$ cat src/rtl/module_serializer.sv
// module_serializer: framed LSB-first serializer (start, data, optional parity, stop), BIT_CYCLES clocks per bit.
// Define SERIALIZER_PARITY_EN to insert an even-parity bit between the data bits and the stop bit.
module module_serializer #(
    parameter int WIDTH      = 4,
    parameter int BIT_CYCLES = 4
) (
    input  logic             clk,
    input  logic             reset,
    input  logic             load_valid,
    input  logic [WIDTH-1:0] d,
    output logic             load_ready,
    output logic             sout,
    output logic             busy,
    output logic             done
);
    localparam int BW = $clog2(WIDTH + 1);
    localparam logic [7:0] RELOAD = 8'(BIT_CYCLES - 1);
    localparam logic [BW-1:0] LAST = BW'(WIDTH - 1);

    typedef enum logic [2:0] {
        IDLE,
        START,
        DATA,
`ifdef SERIALIZER_PARITY_EN
        PARITY,
`endif
        STOP
    } state_t;

    state_t           r_state;
    logic [WIDTH-1:0] r_sr;
    logic [BW-1:0]    r_bit;
    logic [7:0]       r_cnt;
    logic             r_sout;
    logic             r_busy;
    logic             r_done;
`ifdef SERIALIZER_PARITY_EN
    logic             r_par;
`endif

    logic             w_tick;
    logic [WIDTH-1:0] w_shift;

    assign w_tick     = r_cnt == 8'd0;
    assign w_shift    = r_sr >> 1;
    assign load_ready = r_state == IDLE;
    assign sout       = r_sout;
    assign busy       = r_busy;
    assign done       = r_done;

    always_ff @(posedge clk) begin
        if (reset) begin
            r_state <= IDLE;
            r_sr    <= '0;
            r_bit   <= '0;
            r_cnt   <= '0;
            r_sout  <= 1'b1;
            r_busy  <= 1'b0;
            r_done  <= 1'b0;
`ifdef SERIALIZER_PARITY_EN
            r_par   <= 1'b0;
`endif
        end else begin
            r_done <= 1'b0;
            r_cnt  <= w_tick ? r_cnt : r_cnt - 8'd1;
            case (r_state)
                IDLE: if (load_valid) begin
                    r_sr    <= d;
                    r_bit   <= '0;
                    r_cnt   <= RELOAD;
                    r_sout  <= 1'b0;
                    r_busy  <= 1'b1;
                    r_state <= START;
`ifdef SERIALIZER_PARITY_EN
                    r_par   <= ^d;
`endif
                end
                START: if (w_tick) begin
                    r_cnt   <= RELOAD;
                    r_sout  <= r_sr[0];
                    r_state <= DATA;
                end
                DATA: if (w_tick) begin
                    r_cnt <= RELOAD;
                    if (r_bit == LAST) begin
`ifdef SERIALIZER_PARITY_EN
                        r_sout  <= r_par;
                        r_state <= PARITY;
`else
                        r_sout  <= 1'b1;
                        r_state <= STOP;
`endif
                    end else begin
                        r_bit  <= r_bit + BW'(1);
                        r_sr   <= w_shift;
                        r_sout <= w_shift[0];
                    end
                end
`ifdef SERIALIZER_PARITY_EN
                PARITY: if (w_tick) begin
                    r_cnt   <= RELOAD;
                    r_sout  <= 1'b1;
                    r_state <= STOP;
                end
`endif
                STOP: if (w_tick) begin
                    r_busy  <= 1'b0;
                    r_done  <= 1'b1;
                    r_state <= IDLE;
                end
                default: r_state <= IDLE;
            endcase
        end
    end
endmodule

$ cat config.mk
export PLATFORM = sky130hd
export DESIGN_NAME = module_serializer
export DESIGN_NICKNAME = d
export VERILOG_FILES = /design/src/rtl/module_serializer.sv
export SDC_FILE = /design/constraint.sdc
export NUM_CORES = 1
export LEC_CHECK = 0
export ABC_CLOCK_PERIOD_IN_PS = 4500
export BUFFER_PORTS_ARGS = -buffer_cell sky130_fd_sc_hd__buf_2
export CAP_MARGIN = 10
export CORE_ASPECT_RATIO = 0.9
export CORE_UTILIZATION = 30
export DETAILED_ROUTE_END_ITERATION = 8
export PLACE_DENSITY_LB_ADDON = 0.1
export SLEW_MARGIN = 10
export SYNTH_ARGS = -nofsm -noshare
export SYNTH_HDL_FRONTEND = slang
export SYNTH_SLANG_ARGS = --single-unit
$ cat constraint.sdc
create_clock -name clk -period 4.5 [get_ports clk]
set_clock_uncertainty 0.1 [all_clocks]
set_input_delay 0.45 -clock clk [delete_from_list [all_inputs] [get_ports clk]]
set_output_delay 0.45 -clock clk [all_outputs]
set_load 0.05 [all_outputs]
==> results of run 1 <==
layout by cell type (no fill, tap or decap), drive strengths merged, types with 3 or more instances in the layout:
| cell | count |
|---|---|
| dfxtp | 20 |
| or3 | 4 |
| mux2i | 4 |
| nor2 | 19 |
| nand2 | 5 |
| o31ai | 3 |
| nand3 | 4 |
| ha | 10 |
| nor2b | 3 |
| buf | 10 |
| nand2b | 4 |
| clkbuf | 4 |
| xnor2 | 3 |
| a21oi | 10 |
| o21ai | 8 |
| inv | 8 |
worst reg2reg max path: stages, from the launching register on:
cell and delay [ns]:
dfxtp_1 0.34, inv_1 0.09, ha_1 0.16, nor3b_2 0.45, and2_1 0.23, inv_1 0.07, ha_1 0.17, nand2b_1 0.15
a21oi_1 0.16, nor2_1 0.06, a211oi_1 0.19
state kept, by name (all words and copies together) (netlist names):
name / cells
r_bit: 3
r_state: 2
r_sr: 4
r_cnt: 8
done: 1
sout: 1
busy: 1
power groups by stage:
stage	registers, mW	logic [mW]	clock network [mW]
2_1_floorplan	0.324	0.422	0
3_3_place_gp	0.310	0.550	0
3_5_place_dp	0.310	0.544	0
4_1_cts	0.306	0.549	0.147
5_1_grt	0.318	0.627	0.156
6_report	0.306	0.551	0.144
worst paths after layout:
kind,startpoint,endpoint,depth (start not counted)
worst min register to register,r_sr[2],r_sr[2],2
worst min-delay path,r_sr[2],r_sr[2],2
worst max register to register,r_cnt[0],r_cnt[0],10
worst max-delay path,r_cnt[0],r_cnt[0],10
stage by stage:
stage	utilization, %	cell area [um2]
CTS	34.95	1295
floorplan	-	1161
global placement	33.47	1240
finish	34.95	1295
detailed placement	33.47	1240
global route	34.95	1295
per-layer routing:
metal,vias to the layer above,track usage [%],share of wire (%)
met4,0,4.559,1.2
li1,498,-,-
met5,-,0,0
met1,452,21.10,52
met2,17,21.64,42
met3,4,4.630,4.8
area by class of cell:
class                   instances  area, um2
fillers                       397       2410
multi-input cells             103      701.9
flip-flops and latches         20      400.4
well taps                      46      57.56
clock buffers                   4      55.05
repair buffers                 10      50.05
inverters                       8      30.03
cell families (layout without fill, tap and decap cells):
group | count (synthesis) | count (layout) | synth area share (%)
AND/OR/NAND/NOR | 52 | 52 | 24.68
AO/OA/AOI/OAI | 32 | 32 | 17.78
flip-flops | 20 | 20 | 34.48
buffers and inverters | 15 | 22 | 5.065
adder cells (fa/ha/maj) | 10 | 10 | 10.78
XOR/XNOR | 5 | 5 | 3.772
multiplexers | 4 | 4 | 3.448
==> metrics.md, run 1 <==
| Metric | Value |
|---|---|
| Outcome | completed |
| Overflow after GRT | 0 |
| Min cycle time layout | 2.248 ns |
| Post-cts sizing count | 0 |
| CP top delay family | simple AND/OR/NAND/NOR gates |
| Mapped Nets | 155 |
| Detailed Route WL | ~2.5 mm |
| Period utilization | between 40 and 50% |
| DR iter-0 viols | between 40 and 50 |
| Peak VDD IR | ~0.25 mV |
| Setup crit end kind | flop |
| Routed Antenna Nets | 0 |
| Finished Layout Cells | between 150 and 200 |
| Post-CTS setup buffers | 0 |
| Area grow syn2layout | 11.53% |
| N_diodes | 0 |
| Syn. warnings | 0 |
| Max-Cap Viols | 0 |
| # H-tree levels | 1 |
| Gr usage total | approximately 15% |
| Hold buffers post-CTS | 0 |
| Clk pin slew, worst setup/hold paths | approximately 0.080 ns |
| CP bufs+invs | 2 |
| Fmax | 444.8 MHz |
| Synth top area cells | dfxtp_1, ha_1, nor2_1 |
| Hold WC Path Type | flop to flop |
| PwrDens | around 770 mW/mm2 |
| Die area | ~0.0041 mm2 |
| Vias in the first global route | 932 |
| Fin nets | roughly 160 |
| Cells after Synth | between 100 and 150 |
| First-pass GRT wire length | 4.505 mm |
| Root Buffer | clkbuf_8 |
| CP max stage cell | nor3b_2 |
| Switching share of power | between 40% and 50% |
| Reg power frac | 30.6% |
| Max Slew Vio Count | 0 |
| Slowest stage delay, CP | roughly 0.45 ns |
| DR WL/cell | ~13 um |
| Slack of the critical path | between 2 and 2.5 ns |
| Crit start category | flop |
| Synth top area share | 34.48% |
| # IOs | 11 |
| CTS tree | done |
| CP cell instances | inv_1 -> ha_1 -> nor3b_2 -> and2_1 -> inv_1 -> ha_1 -> nand2b_1 -> a21oi_1 -> nor2_1 -> a211oi_1 |
| Final hold slack | 0.3792 ns |
| TritonCTS Sinks | 20 |
| Die Ht | ~61 um |
| Placed insts | ~190 |
| Max transition margin | roughly three fifths |
| Total Power | roughly 1 mW |
| Max FO, Critical Path | 7 |
| Synth cell types | 37 |
| WP data required | 4.58 ns |
| Sequential cell area fraction in the yosys report | approximately a third |
| Post-synth top area cell | dfxtp_1 |
| Placed wire-length estimate | between 1.5 and 2 mm |
| Ys async rst share | 0% |
| DRC Markers | 0 |
| DRT Pass-1 Iters | 4 |
| Worst-skew pair later-pin latency | 0.27 ns |
| Initial antenna violation count | 0 |
| Worst Max-Slew Pin Slew | 0.5754 ns |
| Setup CP Type | flop to flop |
| DP Worst Slack | roughly 2.3 ns |
| Worst-case clock buffer depth | 2 |
| Combinational share of power | 55.1% |
| Rows | 21 |
| Int Pwr | approximately 0.54 mW |
| Fraction of layout instances using a drive strength above 1 | 11.72% |
| P_sw | approximately 0.46 mW |
| Ys flop type | dfxtp_1 |
| Num CTS Buffers | 3 |
| WP data arrival | approximately 2.3 ns |
| GPL Wtd Cong | approximately 0.8 |
| IO Port Bufs | 10 |
| Post-synthesis cell area | roughly 0.0012 mm2 |
| Number of enable flip-flop cells after synthesis | 0 |
| Fin Setup TNS | 0 ns |
| RSZ-0062 raised after global routing | no |
| Core area | approximately 0.0037 mm2 |
| Synthesized area per cell | roughly 8.4 um2 |
| Worst R2R Setup Slack | between 2 and 2.5 ns |
| Final setup viols | 0 |
| Most instantiated library cell after synthesis | dfxtp_1 |
| Clock group share of total power | between 10% and 20% |
| Vias per std cell | slightly above 5 |
| Top cells by count, synth | dfxtp_1, nor2_1, a21oi_1, ha_1 |
| Die width | roughly 68 um |
| Synth Register Bits | 20 |
| Fin. Hold Viols | 0 |
| Largest net degree at the start of global routing | 19 |
| Leak Pwr | between 0.5 and 0.6 nW |
| Starting Density | approximately a third |
| DR vias | 971 |
No activity file was read; power rests on OpenSTA's default activity.
==> run 2, diff against run 1 <==
Settings changed: ABC_CLOCK_PERIOD_IN_PS 4500 to 2070.
Clock period 4.5 ns to 2.07 ns, I/O delays scaled along.
==> run 2 against run 1 <==
  * Register-to-register slack worse by 2.1 ns
  * Flip-flop and latch count unchanged
  * Global-route usage down 0.88 points
  * Sequential power up 120%
  * Critical endpoint unchanged
  * Largest power group unchanged
  * Highest routed layer unchanged
==> metrics.md, run 2 (synthesized netlist as in run 1, its figures left out) <==
| Metric | Value |
|---|---|
| Max FO, Critical Path | 4 |
| Worst-case clock buffer depth | 2 |
| Clk pin slew, worst setup/hold paths | around 0.080 ns |
| GPL Wtd Cong | roughly 0.75 |
| Placed wire-length estimate | approximately 1.9 mm |
| Max transition margin | between 70 and 80% |
| First-pass GRT wire length | around 4.3 mm |
| Core area | around 0.0037 mm2 |
| WP data arrival | 2.04 ns |
| DR WL/cell | between 10 and 15 um |
| DR vias | 972 |
| PwrDens | approximately 1700 mW/mm2 |
| DP Worst Slack | between 0.1 and 0.15 ns |
| WP data required | ~2.2 ns |
| Fin Setup TNS | 0 ns |
| # H-tree levels | 1 |
| Setup CP Type | flop to flop |
| Commonest non-fill, non-tap cell in the layout | dfxtp_1 |
| TritonCTS Sinks | 20 |
| Detailed Route WL | around 2.6 mm |
| Leak Pwr | between 0.5 and 0.6 nW |
| Most flops, register | r_cnt |
| DRC Markers | 0 |
| Largest regs | r_cnt x8, r_sr x4, r_bit x3 |
| Peak VDD IR | ~0.65 mV |
| Fillers | ~390 |
| Largest net degree at the start of global routing | 19 |
| Die width | 67.58 um |
| Root Buffer | clkbuf_8 |
| Worst Max-Slew Pin Slew | roughly 0.32 ns |
| Gr usage total | 14.08% |
| Crit start category | flop |
| Post-cts sizing count | 0 |
| Int Pwr | ~1.3 mW |
| Fin nets | between 150 and 200 |
| Period utilization | a little over nine tenths |
| DRT Pass-1 Iters | 4 |
| Hold WC Path Type | primary input to flop |
| CTS tree | done |
| # IOs | 11 |
| Most frequent cells in the layout | dfxtp_1, nor2_1, a21oi_1, buf_2 |
| Die area | 0.004123 mm2 |
| Combinational share of power | 58.4% |
| Slack of the critical path | around 0.11 ns |
| Fin. Hold Viols | 0 |
| IO Port Bufs | 10 |
| Clock group share of total power | ~13% |
| Fmax | 511.4 MHz |
| Area grow syn2layout | 16.81% |
| P_sw | 1.033 mW |
| Switching share of power | 44.13% |
| Starting Density | about a third |
| Routed Antenna Nets | 0 |
| Num CTS Buffers | 3 |
| Outcome | completed |
| Max Slew Vio Count | 0 |
| Vias per std cell | just under 5 |
| Final setup viols | 0 |
| Reg power frac | 28.7% |
| Initial antenna violation count | 0 |
| DR iter-0 viols | 28 |
| Final Core Density | between 30% and 40% |
| Largest register FFs | 8 |
| Overflow after GRT | 0 |
| Die Ht | just over 60 um |
| Hold buffers post-CTS | 0 |
| Setup crit end kind | flop |
| Rows | 21 |
| N_diodes | 0 |
| Post-CTS setup buffers | 0 |
| Fraction of layout instances using a drive strength above 1 | approximately 17% |
| Min cycle time layout | approximately 2.0 ns |
| Max-Cap Viols | 0 |
| Worst-skew pair later-pin latency | ~0.26 ns |
| Vias in the first global route | about 910 |
run 2: layout make-up:
class	count	area (um2)	share of cell area, %
Multi-Input combinational cell	103	725.7	53.51
Sequential cell	20	400.4	29.52
Timing Repair Buffer	15	87.58	6.458
Tap cell	46	57.56	4.244
Clock buffer	4	55.05	4.059
Inverter	8	30.03	2.214
run 2: worst max-delay path, cell delays in order, from the launching register on:
cell,delay (ns)
dfxtp_1,0.35
inv_1,0.09
ha_2,0.18
nor3b_4,0.21
and2_4,0.18
inv_1,0.05
ha_1,0.16
nand2b_1,0.15
a21oi_1,0.15
nor2_1,0.05
a211oi_1,0.19
run 2: through the flow:
step,instance area (um2),instances,hold WS (ns),power [mW]
6_report,1356,196,0.2183,2.342
2_1_floorplan,1174,138,0.3459,1.653
3_5_place_dp,1290,192,0.3662,1.994
4_1_cts,1345,196,0.2184,2.309
3_3_place_gp,1290,192,0.3625,1.983
5_1_grt,1356,196,0.2378,2.544
run 2: power groups by stage:
stage	Clock [mW]	Combinational [mW]	Sequential (mW)
2_1_floorplan	0	0.949	0.704
3_3_place_gp	0	1.32	0.667
3_5_place_dp	0	1.32	0.672
4_1_cts	0.315	1.33	0.663
5_1_grt	0.331	1.52	0.690
6_report	0.302	1.37	0.672
run 2: final timing paths:
kind,start,endpoint,slack [ns],cells past startpoint
setup / recovery,r_cnt[0],r_cnt[0],0.11,10
hold / removal,load_valid,r_cnt[1],0.22,3
setup reg to reg,r_cnt[0],r_cnt[0],0.11,10
hold reg to reg,r_bit[2],r_bit[2],0.38,2
run 2: routing by layer:
layer	up-vias	GRT usage, %	wire length (um)
met5	-	0	0
li1	508	-	-
met2	5	22.49	1221
met1	457	18.62	1330
met3	2	2.407	49
met4	0	6.383	19
==> run 3, diff against run 2 <==
Settings changed: ABC_AREA set to 1.
==> run 3 against run 2 <==
  * Worst hold slack got worse by 0.15 ns
  * Total power down 7.4%
  * Flip-flop and latch count unchanged
==> metrics.md, run 3 <==
| Metric | Value |
|---|---|
| Min cycle time layout | 1.796 ns |
| Max-Cap Viols | 0 |
| # H-tree levels | 1 |
| DR iter-0 viols | 29 |
| CTS tree | done |
| Area after DPL | around 0.0013 mm2 |
| DRC Markers | 0 |
| Worst-skew pair later-pin latency | between 0.2 and 0.3 ns |
| Die width | slightly below 70 um |
| Fraction of layout instances using a drive strength above 1 | 16.96% |
| Most instantiated library cell after synthesis | nand2_1 |
| Top cells by count, synth | nand2_1, nor2_1, dfxtp_1, inv_1, ha_1 |
| Setup crit end kind | flop |
| WP data arrival | ~1.9 ns |
| Placed wire-length estimate | 1.834 mm |
| Largest net degree at the start of global routing | 13 |
| Post-synth top area cell | dfxtp_1 |
| Slowest stage delay, CP | 0.45 ns |
| Post-CTS setup buffers | 0 |
| Fin nets | approximately 190 |
| Setup CP Type | flop to flop |
| Synth top area cells | dfxtp_1, ha_1, nand2_1 |
| WP data required | about 2.2 ns |
| DR WL/cell | between 10 and 15 um |
| Hold WC Path Type | primary input to flop |
| Largest register FFs | 8 |
| Hold buffers post-CTS | 0 |
| Starting Density | between 30% and 40% |
| Post-synthesis cell area | ~0.0012 mm2 |
| DRT Pass-1 Iters | 4 |
| First-pass GRT wire length | 3.926 mm |
| Max Slew Vio Count | 0 |
| Fmax | 556.8 MHz |
| Synth Register Bits | 20 |
| Clk pin slew, worst setup/hold paths | approximately 0.080 ns |
| GPL Wtd Cong | about 0.8 |
| Num CTS Buffers | 3 |
| Overflow after GRT | 0 |
| Leak Pwr | approximately 0.66 nW |
| Die area | 0.004111 mm2 |
| Area grow syn2layout | 15.89% |
| Most frequent cells in the layout | nand2_1, nor2_1, dfxtp_1 |
| Core area | ~0.0037 mm2 |
| Final setup viols | 0 |
| Fin Setup TNS | 0 ns |
| Number of enable flip-flop cells after synthesis | 0 |
| Syn. warnings | 0 |
| Post-route cell area | 0.001341 mm2 |
| Post-cts sizing count | 0 |
| Routed Antenna Nets | 0 |
| Worst Max-Slew Pin Slew | 0.4622 ns |
| RSZ-0062 raised after global routing | no |
| Vias per std cell | 4.525 |
| CP dominant cell by count | nand2_1 |
| Synth top area share | 34.59% |
| Die Ht | 60.93 um |
| Ys async rst share | 0% |
| Mapped Nets | 174 |
| CP max stage cell | ha_1 |
| Detailed Route WL | between 2 and 2.5 mm |
| Vias in the first global route | slightly below 900 |
| DR vias | 982 |
| Commonest non-fill, non-tap cell in the layout | nand2_1 |
| Rows | 21 |
| Worst-case clock buffer depth | 2 |
| PwrDens | between 1500 and 2000 mW/mm2 |
| Largest regs | r_cnt x8, r_sr x4, r_bit x3 |
| Sequential cell area fraction in the yosys report | 34.59% |
| Crit start category | flop |
| TritonCTS Sinks | 20 |
| CP cell instances | inv_1 -> ha_1 -> nor2_1 -> a21oi_2 -> nand2_4 -> nand2_1 -> nand2_1 -> nor2_2 |
| Peak VDD IR | 0.7841 mV |
| Gr usage total | 13.02% |
| Cells after Synth | about 160 |
| Max FO, Critical Path | 10 |
| Most flops, register | r_cnt |
| Fin. Hold Viols | 0 |
| Period utilization | 86.76% |
| Root Buffer | clkbuf_8 |
| # IOs | 11 |
| Synth cell types | 26 |
| Outcome | completed |
| N_diodes | 0 |
| Initial antenna violation count | 0 |
| IO Port Bufs | 10 |
| Synthesized area per cell | approximately 7.4 um2 |
| Ys flop type | dfxtp_1 |
| Max transition margin | between 60% and 70% |
run 3: changes by cell type in the layout (fill, tap and decap cells not counted), sizes merged, moves of 3 or more:
cell    change
nand2      +30
inv        +13
nor2        +9
a21oi       -4
nand2b      -4
or3         -4
buf         -3
nand3       +3
nor2b       -3
o31ai       -3
run 3: area by class of cell:
class,instances,area (um2)
fill,373,2364
multi-input combinational,114,668.1
sequential,20,400.4
inverter,21,78.83
timing repair buffer,12,65.06
tap,46,57.56
clock buffer,3,41.29
clock inverter,1,30.03
run 3: logic make-up (layout without fill, tap and decap cells):
kind of cell	after synthesis	after routing	synth area share, %
xor gates and xnor gates	5	5	3.784
AOI/OAI and AO/OA	17	17	9.299
buffers and inverters	23	37	7.676
and+or+nand+nor	79	79	31.24
muxes	3	3	2.595
adders and majority gates	10	10	10.81
DFF	20	20	34.59
run 3: worst paths after layout:
check,start,slack (ns),cells past startpoint,end
max,r_state[0],0.27,8,r_sr[3]
min,reset,0.07,2,r_sr[3]
max reg2reg,r_state[0],0.27,8,r_sr[3]
min reg2reg,busy,0.37,2,busy
run 3: metal layers:
| metal | vias up | track usage, % | share of wire (%) |
|---|---|---|---|
| met1 | 440 | 16.69 | 50 |
| li1 | 524 | - | - |
| met5 | - | 0 | 0 |
| met3 | 5 | 4.887 | 3.8 |
| met2 | 13 | 19.80 | 45 |
| met4 | 0 | 4.863 | 1.4 |
run 3: worst max-delay path: cells and delay by family, from the launching register on:
family | cells | cell delay, ns
compound gates | 1 | 0.25
buf+inv | 1 | 0.10
fa+ha+maj | 1 | 0.45
simple gates | 5 | 0.48
flops | 1 | 0.36
run 3: power breakdown:
group	switching, mW	internal (mW)	leakage (nW)	total [mW]
Combinational	0.757	0.418	0.455	1.17
Clock	0.134	0.258	0.0357	0.392
Sequential	0.0926	0.510	0.165	0.603
Total	0.983	1.19	0.656	2.17
run 3: stage by stage:
step	hold WS [ns]	setup WS, ns	instances	total power [mW]	util (%)
final	0.07152	0.2741	217	2.170	36.20
after floorplan	0.1739	0.2443	157	1.542	-
after detailed placement	0.3445	0.3007	213	1.785	34.28
after CTS	0.06354	0.2692	217	2.187	36.20
after global routing	0.06506	0.05578	217	2.359	36.20
after global placement	0.3383	0.3184	213	1.785	34.28
